[config.mk]
export PLATFORM = sky130hd
export DESIGN_NAME = pipe_skid_stage_flat
export DESIGN_NICKNAME = d
export VERILOG_FILES = /design/src/rtl/pipe_skid_stage_if.sv /design/src/rtl/pipe_skid_stage.sv /design/src/flat_wrapper.sv
export SDC_FILE = /design/constraint.sdc
export NUM_CORES = 1
export LEC_CHECK = 0
export ABC_AREA = 1
export ABC_CLOCK_PERIOD_IN_PS = 11400
export BUFFER_PORTS_ARGS = -buffer_cell sky130_fd_sc_hd__clkbuf_2
export CAP_MARGIN = 15
export CORE_MARGIN = 2
export CORE_UTILIZATION = 40
export DETAILED_ROUTE_END_ITERATION = 10
export GPL_TIMING_DRIVEN = 0
export MAX_ROUTING_LAYER = met4
export SLEW_MARGIN = 20
export SYNTH_ARGS = -nofsm -noshare
export SYNTH_HDL_FRONTEND = slang
export SYNTH_SLANG_ARGS = --single-unit
[constraint.sdc]
create_clock -name clk -period 11.4 [get_ports clk]
set_input_delay 0 -clock clk [delete_from_list [all_inputs] [get_ports clk]]
set_output_delay 0 -clock clk [all_outputs]
set_load 0.05 [all_outputs]
[src/rtl/pipe_skid_stage_if.sv]
// Fetch-to-decode handshake bundle for pipe_skid_stage.
// The stage uses the slave modport; the driving/observing side uses master.
interface pipe_skid_stage_if #(
  parameter int PC_W   = 32,
  parameter int INST_W = 32
);
  logic              in_valid;
  logic              in_ready;
  logic [PC_W-1:0]   in_pc;
  logic [INST_W-1:0] in_inst;
  logic              out_valid;
  logic              out_ready;
  logic [PC_W-1:0]   out_pc;
  logic [PC_W-1:0]   out_pc4;
  logic [INST_W-1:0] out_inst;

  modport master (
    output in_valid, in_pc, in_inst, out_ready,
    input  in_ready, out_valid, out_pc, out_pc4, out_inst
  );

  modport slave (
    input  in_valid, in_pc, in_inst, out_ready,
    output in_ready, out_valid, out_pc, out_pc4, out_inst
  );
endinterface

[src/rtl/pipe_skid_stage.sv]
// Two-entry skid-buffered IF/ID stage with load-use hold, jump flush and
// saturating stall/flush counters. Empty head presents NOP_INST.
module pipe_skid_stage #(
  parameter int                PC_W            = 32,
  parameter int                INST_W          = 32,
  parameter logic [INST_W-1:0] NOP_INST        = 32'h0000_0013,
  parameter bit                HOLD_OVER_FLUSH = 1'b1,
  parameter int                CNT_W           = 16
) (
  input  logic               clk,
  input  logic               rst,
  pipe_skid_stage_if.slave   bus,
  input  logic               hold,
  input  logic               flush,
  output logic [1:0]         occupancy,
  output logic [CNT_W-1:0]   stall_cnt,
  output logic [CNT_W-1:0]   flush_cnt
);

  logic              h_v, s_v;
  logic [PC_W-1:0]   h_pc, h_pc4, s_pc, s_pc4;
  logic [INST_W-1:0] h_inst, s_inst;

  logic              drain, acc, fl, stall_ev;
  logic [PC_W-1:0]   cap_pc4;

  // in_ready comes straight from the skid flop, so no path from out_ready/hold
  assign bus.in_ready = ~s_v;

  assign drain    = h_v & bus.out_ready & ~hold;
  assign acc      = bus.in_valid & ~s_v;
  assign fl       = HOLD_OVER_FLUSH ? (flush & ~hold) : flush;
  assign stall_ev = h_v & ~(bus.out_ready & ~hold);
  assign cap_pc4  = bus.in_pc + PC_W'(4);

  always_ff @(posedge clk or posedge rst) begin
    if (rst) begin
      h_v       <= 1'b0;
      s_v       <= 1'b0;
      h_pc      <= '0;
      h_pc4     <= '0;
      h_inst    <= NOP_INST;
      s_pc      <= '0;
      s_pc4     <= '0;
      s_inst    <= NOP_INST;
      stall_cnt <= '0;
      flush_cnt <= '0;
    end else begin
      if (stall_ev && stall_cnt != '1)
        stall_cnt <= stall_cnt + CNT_W'(1);

      if (fl) begin
        // a beat accepted this cycle is consumed upstream but dropped here
        h_v <= 1'b0;
        s_v <= 1'b0;
        if (flush_cnt != '1)
          flush_cnt <= flush_cnt + CNT_W'(1);
      end else if (!h_v) begin
        if (acc) begin
          h_v    <= 1'b1;
          h_pc   <= bus.in_pc;
          h_pc4  <= cap_pc4;
          h_inst <= bus.in_inst;
        end
      end else if (drain) begin
        if (s_v) begin
          h_pc   <= s_pc;
          h_pc4  <= s_pc4;
          h_inst <= s_inst;
          s_v    <= 1'b0;
        end else if (acc) begin
          h_pc   <= bus.in_pc;
          h_pc4  <= cap_pc4;
          h_inst <= bus.in_inst;
        end else begin
          h_v <= 1'b0;
        end
      end else if (acc) begin
        s_v    <= 1'b1;
        s_pc   <= bus.in_pc;
        s_pc4  <= cap_pc4;
        s_inst <= bus.in_inst;
      end
    end
  end

  assign bus.out_valid = h_v;
  assign bus.out_pc    = h_v ? h_pc   : '0;
  assign bus.out_pc4   = h_v ? h_pc4  : '0;
  assign bus.out_inst  = h_v ? h_inst : NOP_INST;
  assign occupancy     = {1'b0, h_v} + {1'b0, s_v};

endmodule

[src/flat_wrapper.sv]
// flat-port wrapper written by rule: the top's interface ports become plain ports
module pipe_skid_stage_flat 
#(
  parameter int                PC_W            = 32,
  parameter int                INST_W          = 32,
  parameter logic [INST_W-1:0] NOP_INST        = 32'h0000_0013,
  parameter bit                HOLD_OVER_FLUSH = 1'b1,
  parameter int                CNT_W           = 16
)
  (clk, rst, hold, flush, occupancy, stall_cnt, flush_cnt, bus_in_valid, bus_in_pc, bus_in_inst, bus_out_ready, bus_in_ready, bus_out_valid, bus_out_pc, bus_out_pc4, bus_out_inst);
  pipe_skid_stage_if #(.PC_W(PC_W), .INST_W(INST_W)) bus_i ();
  input  logic clk;
  input  logic rst;
  input  logic hold;
  input  logic flush;
  output logic [1:0] occupancy;
  output logic [CNT_W-1:0] stall_cnt;
  output logic [CNT_W-1:0] flush_cnt;
  input wire logic [$bits(bus_i.in_valid)-1:0] bus_in_valid;
  input wire logic [$bits(bus_i.in_pc)-1:0] bus_in_pc;
  input wire logic [$bits(bus_i.in_inst)-1:0] bus_in_inst;
  input wire logic [$bits(bus_i.out_ready)-1:0] bus_out_ready;
  output wire logic [$bits(bus_i.in_ready)-1:0] bus_in_ready;
  output wire logic [$bits(bus_i.out_valid)-1:0] bus_out_valid;
  output wire logic [$bits(bus_i.out_pc)-1:0] bus_out_pc;
  output wire logic [$bits(bus_i.out_pc4)-1:0] bus_out_pc4;
  output wire logic [$bits(bus_i.out_inst)-1:0] bus_out_inst;
  assign bus_i.in_valid = bus_in_valid;
  assign bus_i.in_pc = bus_in_pc;
  assign bus_i.in_inst = bus_in_inst;
  assign bus_i.out_ready = bus_out_ready;
  assign bus_in_ready = bus_i.in_ready;
  assign bus_out_valid = bus_i.out_valid;
  assign bus_out_pc = bus_i.out_pc;
  assign bus_out_pc4 = bus_i.out_pc4;
  assign bus_out_inst = bus_i.out_inst;
  pipe_skid_stage #(.PC_W(PC_W), .INST_W(INST_W), .NOP_INST(NOP_INST), .HOLD_OVER_FLUSH(HOLD_OVER_FLUSH), .CNT_W(CNT_W)) u_core (.clk(clk), .rst(rst), .bus(bus_i), .hold(hold), .flush(flush), .occupancy(occupancy), .stall_cnt(stall_cnt), .flush_cnt(flush_cnt));
endmodule
==> out/qor.yml <==
run_status:
  outcome: "complete, no violations"
routing:
  drt_pass1_iterations: 5
  totalWireLength_um: 37700
  wl_per_cell_um: 16.3
  ant_nets: 0
  drcViolationCount: 0
  drt_iter0_markers: 765
  vias: 11536
  via_per_inst: 4.99
clocking:
  cts_sinks: 224
  cts_tree: "built"
  clockRootBuffer: "clkbuf_16"
  clock_latency_ns: 0.55
  cts_buffer_depth: 3
  cts-htree-levels: 1
  cts_made_buffers: 27
  post_cts_resized: 0
  clkTransAtPathRegs_ns: 0.06
  post_cts_buffers: 0
pwr:
  leakagePower_nw: 8.00
  power_density_mw_per_mm2: 263
  ir_worst_vdd_mv: 0.157
floorplan:
  dieArea_mm2: 0.0309
  num_io_pins: 202
  die_y_um: 176
  rows: 62
  fp.coreArea_mm2: 0.0289
  start_util: 0.409
  die_x_um: 176
timing:
  finalMaxSlewViolations: 0
  period_minus_slack_ns: 3.05
  setup_viol: 0
  hold_viol: 0
  tightest_slew_ns: 0.928
  slew_headroom: 0.382
  clock.fmax_ghz: 0.328
  timing.final.ws_setup_ns: 8.35
  min_period_over_period: 0.268
  skew_ns: 0.0185
  rsz0062_at_grt: "false"
  setup-tns-final_ns: 0
worst_setup_path:
  cp-startpoint: "u_core.bus.out_valid"
  reg2reg_depth: 9
  path_max_fanout: 10
  rr_endpoint: "u_core.s_pc4[9]"
  crit_path_frequent_cell: "clkbuf_1"
  worstPathRequired_ns: 11.40
  rrSetupSlack_ns: 9.09
  max_stage_delay_ns: 0.76
  crit_slowest_cell: "clkbuf_1"
  critPathLaunchType: "register"
  crit_type: "reg2out"
  critPathCaptureType: "output pin"
  worstPathArrival_ns: 3.05
  worstPathCellList: "buf_4, clkbuf_1, clkbuf_1, nand2_1, inv_1, clkbuf_2"
  r2r_start: "u_core.bus.out_valid"
place:
  gp_congestion: 0.914
  dp_hpwl_um: 27400
  port_buffers: 200
  place_ws_ns: 8.93
synthesis:
  synth_fp_nets: 1681
  syn_area_mm2: 0.0118
  async_flop_share: 1.00
  synth-warning-count: 0
  synth_edf_count: 0
  syn_inst: 1607
  synth_cell_types: 39
  seq_area_frac_synth: 0.475
  ys.flop_type: "dfrtp_1"
  synth_seq_cells: 224
  avgSynthCellArea_um2: 7.35
cells_and_area:
  area_growth_pct: 26.2
  drive_gt1_frac: 0.174
  regArea_mm2: 0.00561
  fillerInstances: 2875
  multi_input_area_mm2: 0.00493
  nets: 1983
grt:
  track_usage: 0.248
  grt_pass1_vias: 11304
  antenna_found_initial: 3
  grt-ovfl-total: 0
  grt_max_degree: 99
  grt_pass1_wl_um: 59600
worst_hold_path:
  min_path_type: "in2async"
flow_run:
  maxCapViolCount: 0
-- cells in the mapped netlist, drive strengths merged (4+ instances only) --
cell type	instances	share of area
o22ai	66	0.035
nand4	7	0.0037
inv	236	0.075
a21oi	13	0.0068
ha	4	0.0042
clkbuf	28	0.0089
nor2	90	0.033
dfrtp	218	0.46
nand3	57	0.026
a31oi	13	0.0069
dfstp	6	0.013
or2	13	0.0069
nor3	42	0.018
buf	48	0.023
a21boi	4	0.0025
nand2	590	0.19
o21ai	139	0.060
xor2	21	0.016
xnor2	7	0.0052
-- report_power, final --
group	total (W)	internal, W	switching (W)
registers	0.00140	0.00117	0.000235
clock network	0.000831	0.000485	0.000346
logic	0.00168	0.000461	0.00122
-- metal layers --
layer | global-route usage | vias up | wire (um) | share of wire
met5 | - | - | 0 | 0
met4 | 0.0503 | 0 | 754 | 0.020
met3 | 0.0344 | 49 | 2080 | 0.055
met2 | 0.399 | 358 | 17500 | 0.46
met1 | 0.337 | 5502 | 17400 | 0.46
li1 | - | 5627 | - | -
-- cell type report --
class | instances | share of cell area
tap | 384 | 0.0322
antenna | 3 | 0.000504
clock inverter | 4 | 0.00420
sequential | 224 | 0.377
inverter | 236 | 0.0603
timing repair buffer | 273 | 0.119
buffer | 76 | 0.0255
clock buffer | 41 | 0.0515
multi-input combinational | 1071 | 0.331
-- worst max-delay path by stage --
stage / endpoint / slack [ns] / cells after the start
2_1_floorplan: u_core.bus.out_valid / 5.28 / 1
3_3_place_gp: u_core.h_inst[17] / 2.16 / 2
3_5_place_dp: bus_out_pc4[31] / 8.93 / 6
4_1_cts: bus_out_pc4[31] / 8.33 / 6
5_1_grt: bus_out_inst[5] / 8.25 / 6
6_report: bus_out_pc[29] / 8.35 / 6
-- cells in the final DEF (no fill, tap or decap), types with 3 or more instances in the layout --
master         netlist  routed
inv_1              228     227
dfrtp_1            218     218
nor2_4               4       4
or2_2               11      11
a31oi_1             13      13
nor2_2               4       4
nor2_1              81      81
o21ai_2              4       4
clkbuf_8             0       4
nand3_2              4       4
nand2_1            581     581
ha_1                 4       4
nor3_1              42      42
diode_2              0       3
buf_2               31      31
o21ai_0            115     115
inv_2                6       6
o22ai_1             66      66
xnor2_1              7       7
dlygate4sd3_1        0      71
buf_1                4       4
dfstp_2              6       6
a21oi_1             11      11
nand3_1             53      53
a21boi_0             4       4
xor2_1              21      21
clkbuf_2             0     200
o21ai_1             20      20
clkbuf_1            28      38
nand2_2              7       7
clkbuf_16            0      27
buf_4               11      11
nand4_1              7       7
-- worst max-delay path: cells and delay by family, from the launching register on --
family / cells / cell delay (ns)
buf+inv: 5 / 1.90
flops: 1 / 0.41
simple gates: 1 / 0.17
-- flip-flops by register name, summed over array words and instances (netlist names) --
register / cells
u_core.s_v: 1
u_core.h_inst: 32
u_core.flush_cnt: 16
u_core.s_pc: 30
u_core.bus.out_valid: 1
u_core.stall_cnt: 16
u_core.h_pc: 32
u_core.h_pc4: 32
u_core.s_inst: 32
u_core.s_pc4: 32
-- cell families after synthesis --
family | after synthesis | synth area share
AO/OA/AOI/OAI | 238 | 0.113
flip-flops | 224 | 0.475
AND/OR/NAND/NOR | 801 | 0.279
adder cells (fa/ha/maj) | 4 | 0.00424
XOR/XNOR | 28 | 0.0208
buffers and inverters | 312 | 0.108
-- per-stage QoR --
step	total power (W)	util	cell area [um2]	std cells	hold WS, ns
detailed placement	0.00306	0.463	13400	2193	0.0674
floorplan	0.00261	-	11800	1607	0.0901
finish	0.00392	0.517	14900	2312	0.0381
CTS	0.00393	0.516	14900	2309	0.0364
global route	0.00416	0.517	14900	2312	0.0769
global placement	0.00303	0.461	13300	2191	0.195
-- what timing repair did --
action | 4_1_cts | 5_1_grt
endpoints found under the hold margin | 379 | 0
endpoints found under the setup margin | 0 | 0
hold buffers | 71 | 0
(Power assumes the default switching activity.)
